`src/rtl/uart_pkg.sv`:
```
// Shared UART definitions: FSM state encoding, line levels and frame-length helper.
// Used by uart_tx_frame and reusable by the matching receiver.
package uart_pkg;

    localparam int STATE_W = 3;

    typedef enum logic [STATE_W-1:0] {
        IDLE   = 3'd0,
        START  = 3'd1,
        DATA   = 3'd2,
        PARITY = 3'd3,
        STOP   = 3'd4
    } uart_state_e;

    localparam logic LINE_IDLE = 1'b1;
    localparam logic START_BIT = 1'b0;

    // Total clock cycles of one frame: start + data + optional parity + stop bits.
    function automatic int frame_len(input int data_w, input int parity,
                                     input int stop_bits, input int clks_per_bit);
        return (1 + data_w + parity + stop_bits) * clks_per_bit;
    endfunction

endpackage

```
`src/rtl/uart_tx_frame_if.sv`:
```
// Host-side word handshake for uart_tx_frame; the parity-select signal exists
// only when UART_TX_PARITY_EN is defined.
interface uart_tx_frame_if #(
    parameter int DATA_W = 8
);
    logic              i_tx_valid;
    logic [DATA_W-1:0] i_tx_data;
`ifdef UART_TX_PARITY_EN
    logic              i_parity_odd;
`endif
    logic              o_tx_ready;

`ifdef UART_TX_PARITY_EN
    modport master (output i_tx_valid, output i_tx_data, output i_parity_odd,
                    input  o_tx_ready);
    modport slave  (input  i_tx_valid, input  i_tx_data, input  i_parity_odd,
                    output o_tx_ready);
`else
    modport master (output i_tx_valid, output i_tx_data, input  o_tx_ready);
    modport slave  (input  i_tx_valid, input  i_tx_data, output o_tx_ready);
`endif

endinterface

```
`src/rtl/uart_baud_tick.sv`:
```
// Bit-period counter: counts 0..CLKS_PER_BIT-1 while enabled and flags the last
// cycle of each bit. Synchronous clear restarts the period from zero.
module uart_baud_tick #(
    parameter int CLKS_PER_BIT = 16,
    parameter int CNT_W        = (CLKS_PER_BIT > 1) ? $clog2(CLKS_PER_BIT) : 1
) (
    input  logic             i_clk,
    input  logic             i_reset,
    input  logic             i_clear,
    input  logic             i_enable,
    output logic             o_tick,
    output logic [CNT_W-1:0] o_count
);

    localparam logic [CNT_W-1:0] CNT_MAX = CNT_W'(CLKS_PER_BIT - 1);

    logic [CNT_W-1:0] r_cnt;
    logic             w_at_max;

    assign w_at_max = (r_cnt == CNT_MAX);

    // NOTE: sequential state uses non-blocking assignments so every flop samples
    // pre-edge values regardless of block ordering.
    always_ff @(posedge i_clk or negedge i_reset) begin
        if (!i_reset) begin
            r_cnt <= '0;
        end else if (i_clear) begin
            r_cnt <= '0;
        end else if (i_enable) begin
            r_cnt <= w_at_max ? '0 : r_cnt + 1'b1;
        end
    end

    assign o_tick  = i_enable && w_at_max;
    assign o_count = r_cnt;

endmodule

```
`src/rtl/uart_tx_frame.sv`:
```
// UART transmit engine: start bit, DATA_W data bits LSB first, optional parity
// (UART_TX_PARITY_EN) and STOP_BITS stop bits, each CLKS_PER_BIT clocks long.
module uart_tx_frame
    import uart_pkg::*;
#(
    parameter int DATA_W       = 8,
    parameter int CLKS_PER_BIT = 16,
    parameter int STOP_BITS    = 1
) (
    input  logic            i_clk,
    input  logic            i_reset,
    uart_tx_frame_if.slave  bus,
    output logic            o_tx,
    output logic            o_busy,
    output logic            o_done
);

    localparam int CNT_W = (CLKS_PER_BIT > 1) ? $clog2(CLKS_PER_BIT) : 1;
    localparam int BIT_W = $clog2(DATA_W);

    uart_state_e       r_state;
    logic [DATA_W-1:0] r_shift;
    logic [BIT_W-1:0]  r_bit_cnt;
    logic              r_tx;
    logic              r_busy;
    logic              r_done;
    logic              r_ready;
`ifdef UART_TX_PARITY_EN
    logic              r_parity;
`endif

    logic              w_accept;
    logic              w_tick;
    logic [CNT_W-1:0]  w_cnt;
    logic              w_last_bit;
    logic              w_last_stop;
    logic              w_pre_tick;

    assign w_accept    = bus.i_tx_valid && r_ready;
    assign w_last_bit  = (r_bit_cnt == BIT_W'(DATA_W - 1));
    assign w_last_stop = (r_bit_cnt == BIT_W'(STOP_BITS - 1));
    // One cycle before the bit boundary, so the registered o_done lands on the last cycle.
    assign w_pre_tick  = (w_cnt == CNT_W'(CLKS_PER_BIT - 2));

    uart_baud_tick #(
        .CLKS_PER_BIT (CLKS_PER_BIT),
        .CNT_W        (CNT_W)
    ) u_baud (
        .i_clk    (i_clk),
        .i_reset  (i_reset),
        .i_clear  (w_accept),
        .i_enable (r_busy),
        .o_tick   (w_tick),
        .o_count  (w_cnt)
    );

    // NOTE: the shift register is reset along with the control state; it is a
    // single register, not a memory, so the reset costs nothing and keeps it deterministic.
    always_ff @(posedge i_clk or negedge i_reset) begin
        if (!i_reset) begin
            r_state   <= IDLE;
            r_shift   <= '0;
            r_bit_cnt <= '0;
            r_tx      <= LINE_IDLE;
            r_busy    <= 1'b0;
            r_done    <= 1'b0;
            r_ready   <= 1'b1;
`ifdef UART_TX_PARITY_EN
            r_parity  <= 1'b0;
`endif
        end else begin
            r_done <= 1'b0;
            case (r_state)
                IDLE: begin
                    if (w_accept) begin
                        r_shift   <= bus.i_tx_data;
`ifdef UART_TX_PARITY_EN
                        r_parity  <= (^bus.i_tx_data) ^ bus.i_parity_odd;
`endif
                        r_bit_cnt <= '0;
                        r_tx      <= START_BIT;
                        r_busy    <= 1'b1;
                        r_ready   <= 1'b0;
                        r_state   <= START;
                    end
                end
                START: begin
                    if (w_tick) begin
                        r_tx    <= r_shift[0];
                        r_shift <= r_shift >> 1;
                        r_state <= DATA;
                    end
                end
                DATA: begin
                    if (w_tick) begin
                        if (w_last_bit) begin
                            r_bit_cnt <= '0;
`ifdef UART_TX_PARITY_EN
                            r_tx      <= r_parity;
                            r_state   <= PARITY;
`else
                            r_tx      <= LINE_IDLE;
                            r_state   <= STOP;
`endif
                        end else begin
                            r_bit_cnt <= r_bit_cnt + 1'b1;
                            r_tx      <= r_shift[0];
                            r_shift   <= r_shift >> 1;
                        end
                    end
                end
`ifdef UART_TX_PARITY_EN
                PARITY: begin
                    if (w_tick) begin
                        r_tx    <= LINE_IDLE;
                        r_state <= STOP;
                    end
                end
`endif
                STOP: begin
                    if (w_last_stop && w_pre_tick) begin
                        r_done <= 1'b1;
                    end
                    if (w_tick) begin
                        if (w_last_stop) begin
                            r_bit_cnt <= '0;
                            r_busy    <= 1'b0;
                            r_ready   <= 1'b1;
                            r_state   <= IDLE;
                        end else begin
                            r_bit_cnt <= r_bit_cnt + 1'b1;
                        end
                    end
                end
                default: begin
                    r_bit_cnt <= '0;
                    r_tx      <= LINE_IDLE;
                    r_busy    <= 1'b0;
                    r_ready   <= 1'b1;
                    r_state   <= IDLE;
                end
            endcase
        end
    end

    assign o_tx           = r_tx;
    assign o_busy         = r_busy;
    assign o_done         = r_done;
    assign bus.o_tx_ready = r_ready;

endmodule

```
`src/flat_wrapper.sv`:
```
// flat-port wrapper written by rule: the top's interface ports become plain ports
module uart_tx_frame_flat import uart_pkg::*;
#(
    parameter int DATA_W       = 8,
    parameter int CLKS_PER_BIT = 16,
    parameter int STOP_BITS    = 1
)
  (i_clk, i_reset, o_tx, o_busy, o_done, bus_i_tx_valid, bus_i_tx_data, bus_o_tx_ready);
  uart_tx_frame_if #(.DATA_W(DATA_W)) bus_i ();
  input  logic i_clk;
  input  logic i_reset;
  output logic o_tx;
  output logic o_busy;
  output logic o_done;
  input wire logic [$bits(bus_i.i_tx_valid)-1:0] bus_i_tx_valid;
  input wire logic [$bits(bus_i.i_tx_data)-1:0] bus_i_tx_data;
  output wire logic [$bits(bus_i.o_tx_ready)-1:0] bus_o_tx_ready;
  assign bus_i.i_tx_valid = bus_i_tx_valid;
  assign bus_i.i_tx_data = bus_i_tx_data;
  assign bus_o_tx_ready = bus_i.o_tx_ready;
  uart_tx_frame #(.DATA_W(DATA_W), .CLKS_PER_BIT(CLKS_PER_BIT), .STOP_BITS(STOP_BITS)) u_core (.i_clk(i_clk), .i_reset(i_reset), .bus(bus_i), .o_tx(o_tx), .o_busy(o_busy), .o_done(o_done));
endmodule
```
`config.mk`:
```
export PLATFORM = sky130hd
export DESIGN_NAME = uart_tx_frame_flat
export DESIGN_NICKNAME = d
export VERILOG_FILES = /design/src/rtl/uart_pkg.sv /design/src/rtl/uart_tx_frame_if.sv /design/src/rtl/uart_baud_tick.sv /design/src/rtl/uart_tx_frame.sv /design/src/flat_wrapper.sv
export SDC_FILE = /design/constraint.sdc
export NUM_CORES = 1
export LEC_CHECK = 0
export CORE_ASPECT_RATIO = 1.75
export CORE_MARGIN = 2
export CORE_UTILIZATION = 25
export CTS_BUF_LIST = sky130_fd_sc_hd__clkbuf_8
export DETAILED_ROUTE_END_ITERATION = 8
export SKIP_CTS_REPAIR_TIMING = 1
export SLEW_MARGIN = 20
export SYNTH_ARGS = -nofsm -noshare
export SYNTH_HDL_FRONTEND = slang
export SYNTH_SLANG_ARGS = --single-unit
```
`constraint.sdc`:
```
create_clock -name i_clk -period 4.25 [get_ports i_clk]
set_clock_uncertainty 0.1 [all_clocks]
set_input_delay 0.425 -clock i_clk [delete_from_list [all_inputs] [get_ports i_clk]]
set_output_delay 0.425 -clock i_clk [all_outputs]
set_load 0.005 [all_outputs]
```
==> summary.txt <==
GRT Total Usage: 0.109
TritonCTS clock tree: built
Critical Path RT: 4.31 ns
Setup crit end kind: flip-flop
power density cells: 583 nW/um^2
total gr overflow: 0
clock tree buffer depth: 2
startpoint types: flip-flop
Max VDD drop: 0.293 mV
crit path time final: 2.08 ns
Initial DRC Count: 9
Yosys reg bits: 22
placed inst area: 1580 sq um
sequential cell area fraction in the yosys report: 0.398
Final Cycle Share: 0.489
DIE WIDTH: 60.4 um
die span in y: 103 um
DRT Pass-1 Iters: 4
routed wl met2: 1540 um
FP Rows: 36
placer congestion estimate: 0.752
WL met1: 1020 um
pin count of the biggest net entering global routing: 23
vias in the first global route: 1070
commonest register cell after synthesis: dfrtp_1
Final #Nets: 160
final WL: 2720 um
CP max FO: 8
Post-DP HPWL: 2080 um
Worst Setup Slack, final: 2.17 ns
Mean Syn Cell Area: 10.7 sq um
Fin Setup TNS: 0 ns
routed vias: 999
Post-Synthesis Cells: 130
post-route cell area: 1640 sq um
Post-Synthesis Net Count: 147
Synth Cell Area: 1390 sq um
synth warn: 0
final hold vios: 0
Slew headroom: 0.581
reg2reg setup slack: 2.17 ns
fraction of registers with async set/reset: 1.00
clock buffer count from CTS: 3
WP data arrival: 2.14 ns
first-pass GRT wire length: 5060 um
num ports: 15
ant diodes: 0
top sig layer: met4
vias per cell: 4.58
Core Footprint: 5450 sq um
run status: finished, final reports clean
Post-DRT Antenna Nets: 0
Clock Latency Late Sink: 0.27 ns
wire per inst: 12.5 um
number of synthesized flops with an enable pin: 0
Setup WS pre-CTS: 2.19 ns
Slew Limit Fails: 0
RSZ-0062 raised after global routing: false
DR WL met3: 48 um
layout cell share with drive strength beyond 1: 0.211
Slowest-stage cell, CP: and4_1
crit-path cells: ha_1 -> and4_1 -> nand3_1 -> nand2_4 -> mux2_4
I/O Buffers: 14
DRC viols: 0
Max-Cap Viols: 0
Initial Utilization: 0.255
Finish-stage setup viols: 0
hold_ws: 0.0142 ns
root buffer cell: clkbuf_8
synth unique cells: 43
critical path type: flip-flop to flip-flop
Leakage: 0.700 nW
Clock Pin Slew Worst Setup and Hold Paths: 0.08 ns
initial antenna violation count: 0
Layout area overhead: 18.3%
fmax: 481 MHz
H-tree depth: 1
Die Footprint: 6200 sq um
HP Class: input port to async pin
CTS Sinks: 22
worst slew pin tran: 0.628 ns
Max stage delay on crit path: 0.45 ns
worst max-delay path, delay by kind of cell, from the launching register on:
kind	cells	cell delay (ns)
adder cells (fa/ha/maj)	1	0.25
flip-flops	1	0.44
multiplexers	1	0.32
AND/OR/NAND/NOR	3	0.86
synthesized netlist by cell type (2+ instances only):
master / n / area, sq um
nand2_1: 6 / 22.5
nor2b_1: 4 / 25.0
buf_6: 3 / 33.8
inv_1: 8 / 30.0
buf_2: 2 / 10.0
ha_1: 6 / 75.1
nand3_1: 4 / 20.0
dfrtp_1: 20 / 500
mux2_4: 8 / 120
o21ai_0: 6 / 30.0
mux2_2: 7 / 78.8
a21oi_1: 12 / 60.1
nor2_1: 11 / 41.3
nor3_1: 2 / 10.0
dfstp_2: 2 / 52.6
or2_2: 2 / 12.5
final timing paths:
kind | cells past startpoint | start | end
setup / recovery | 5 | u_core.u_baud.o_count[0]$_DFFE_PN0P_ | u_core.r_shift[1]$_DFFE_PN0P_
hold reg to reg | 1 | u_core.r_shift[6]$_DFFE_PN0P_ | u_core.r_shift[6]$_DFFE_PN0P_
hold / removal | 1 | i_reset | u_core.r_shift[4]$_DFFE_PN0P_
min in group i_clk | 1 | u_core.r_shift[6]$_DFFE_PN0P_ | u_core.r_shift[6]$_DFFE_PN0P_
max in group asynchronous | 1 | i_reset | u_core.bus.o_tx_ready$_DFFE_PN1P_
setup reg to reg | 5 | u_core.u_baud.o_count[0]$_DFFE_PN0P_ | u_core.r_shift[1]$_DFFE_PN0P_
layer usage:
| layer | up-vias | global-route usage |
|---|---|---|
| met1 | 486 | 0.118 |
| met5 | - | 0 |
| met3 | 8 | 0.0151 |
| li1 | 487 | - |
| met2 | 18 | 0.188 |
| met4 | 0 | 0.0735 |
state kept, by name, indices dropped and copies added, names as in the netlist:
register and count:
u_core.o_done 1, u_core.r_bit_cnt 3, u_core.o_tx 1, u_core.r_state 3, u_core.bus.o_tx_ready 1, u_core.o_busy 1
u_core.u_baud.o_count 4, u_core.r_shift 8
metrics by stage:
step | instances | utilization | total power, mW
after floorplan | 130 | - | 0.693
after global placement | 214 | 0.289 | 0.767
after CTS | 218 | 0.303 | 0.971
after detailed placement | 214 | 0.289 | 0.769
final | 218 | 0.302 | 0.958
after global routing | 218 | 0.302 | 1.05
placed cells by master, fill, tap and decap left out, types with 2 or more instances in the layout:
cell type / Yosys / final
nand2_1: 6 / 6
mux2_4: 8 / 8
inv_1: 8 / 8
mux2_2: 7 / 7
clkbuf_8: 0 / 3
nor2_1: 11 / 11
nand3_1: 4 / 4
nor3_1: 2 / 2
a21oi_1: 12 / 12
dfstp_2: 2 / 2
o21ai_0: 6 / 6
dfrtp_1: 20 / 20
ha_1: 6 / 6
clkdlybuf4s50_1: 0 / 13
or2_2: 2 / 2
nor2b_1: 4 / 4
cell type report:
class                      count  area [sq um]
clock inverter                 1          30.0
inverter                       8          30.0
tap                           76          95.1
clock buffer                   3          41.3
timing repair buffer          14           135
multi-input combinational     94           759
sequential                    22           553
fill                         583          3810
cell families (layout without fill, tap and decap cells):
family | after synthesis | in the layout | synth area share
fa+ha+maj | 6 | 6 | 0.0540
buf+inv | 14 | 26 | 0.0558
flops | 22 | 22 | 0.398
xor+xnor | 3 | 3 | 0.0243
mux | 16 | 16 | 0.151
compound gates | 30 | 30 | 0.162
simple gates | 39 | 39 | 0.155
where the power goes:
part | switching (mW) | leakage [nW] | internal, mW | total (mW)
clock | 0.0743 | 0.0357 | 0.126 | 0.200
sequential | 0.0967 | 0.268 | 0.291 | 0.388
combinational | 0.161 | 0.397 | 0.209 | 0.370
No activity file was read; power rests on OpenSTA's default activity.
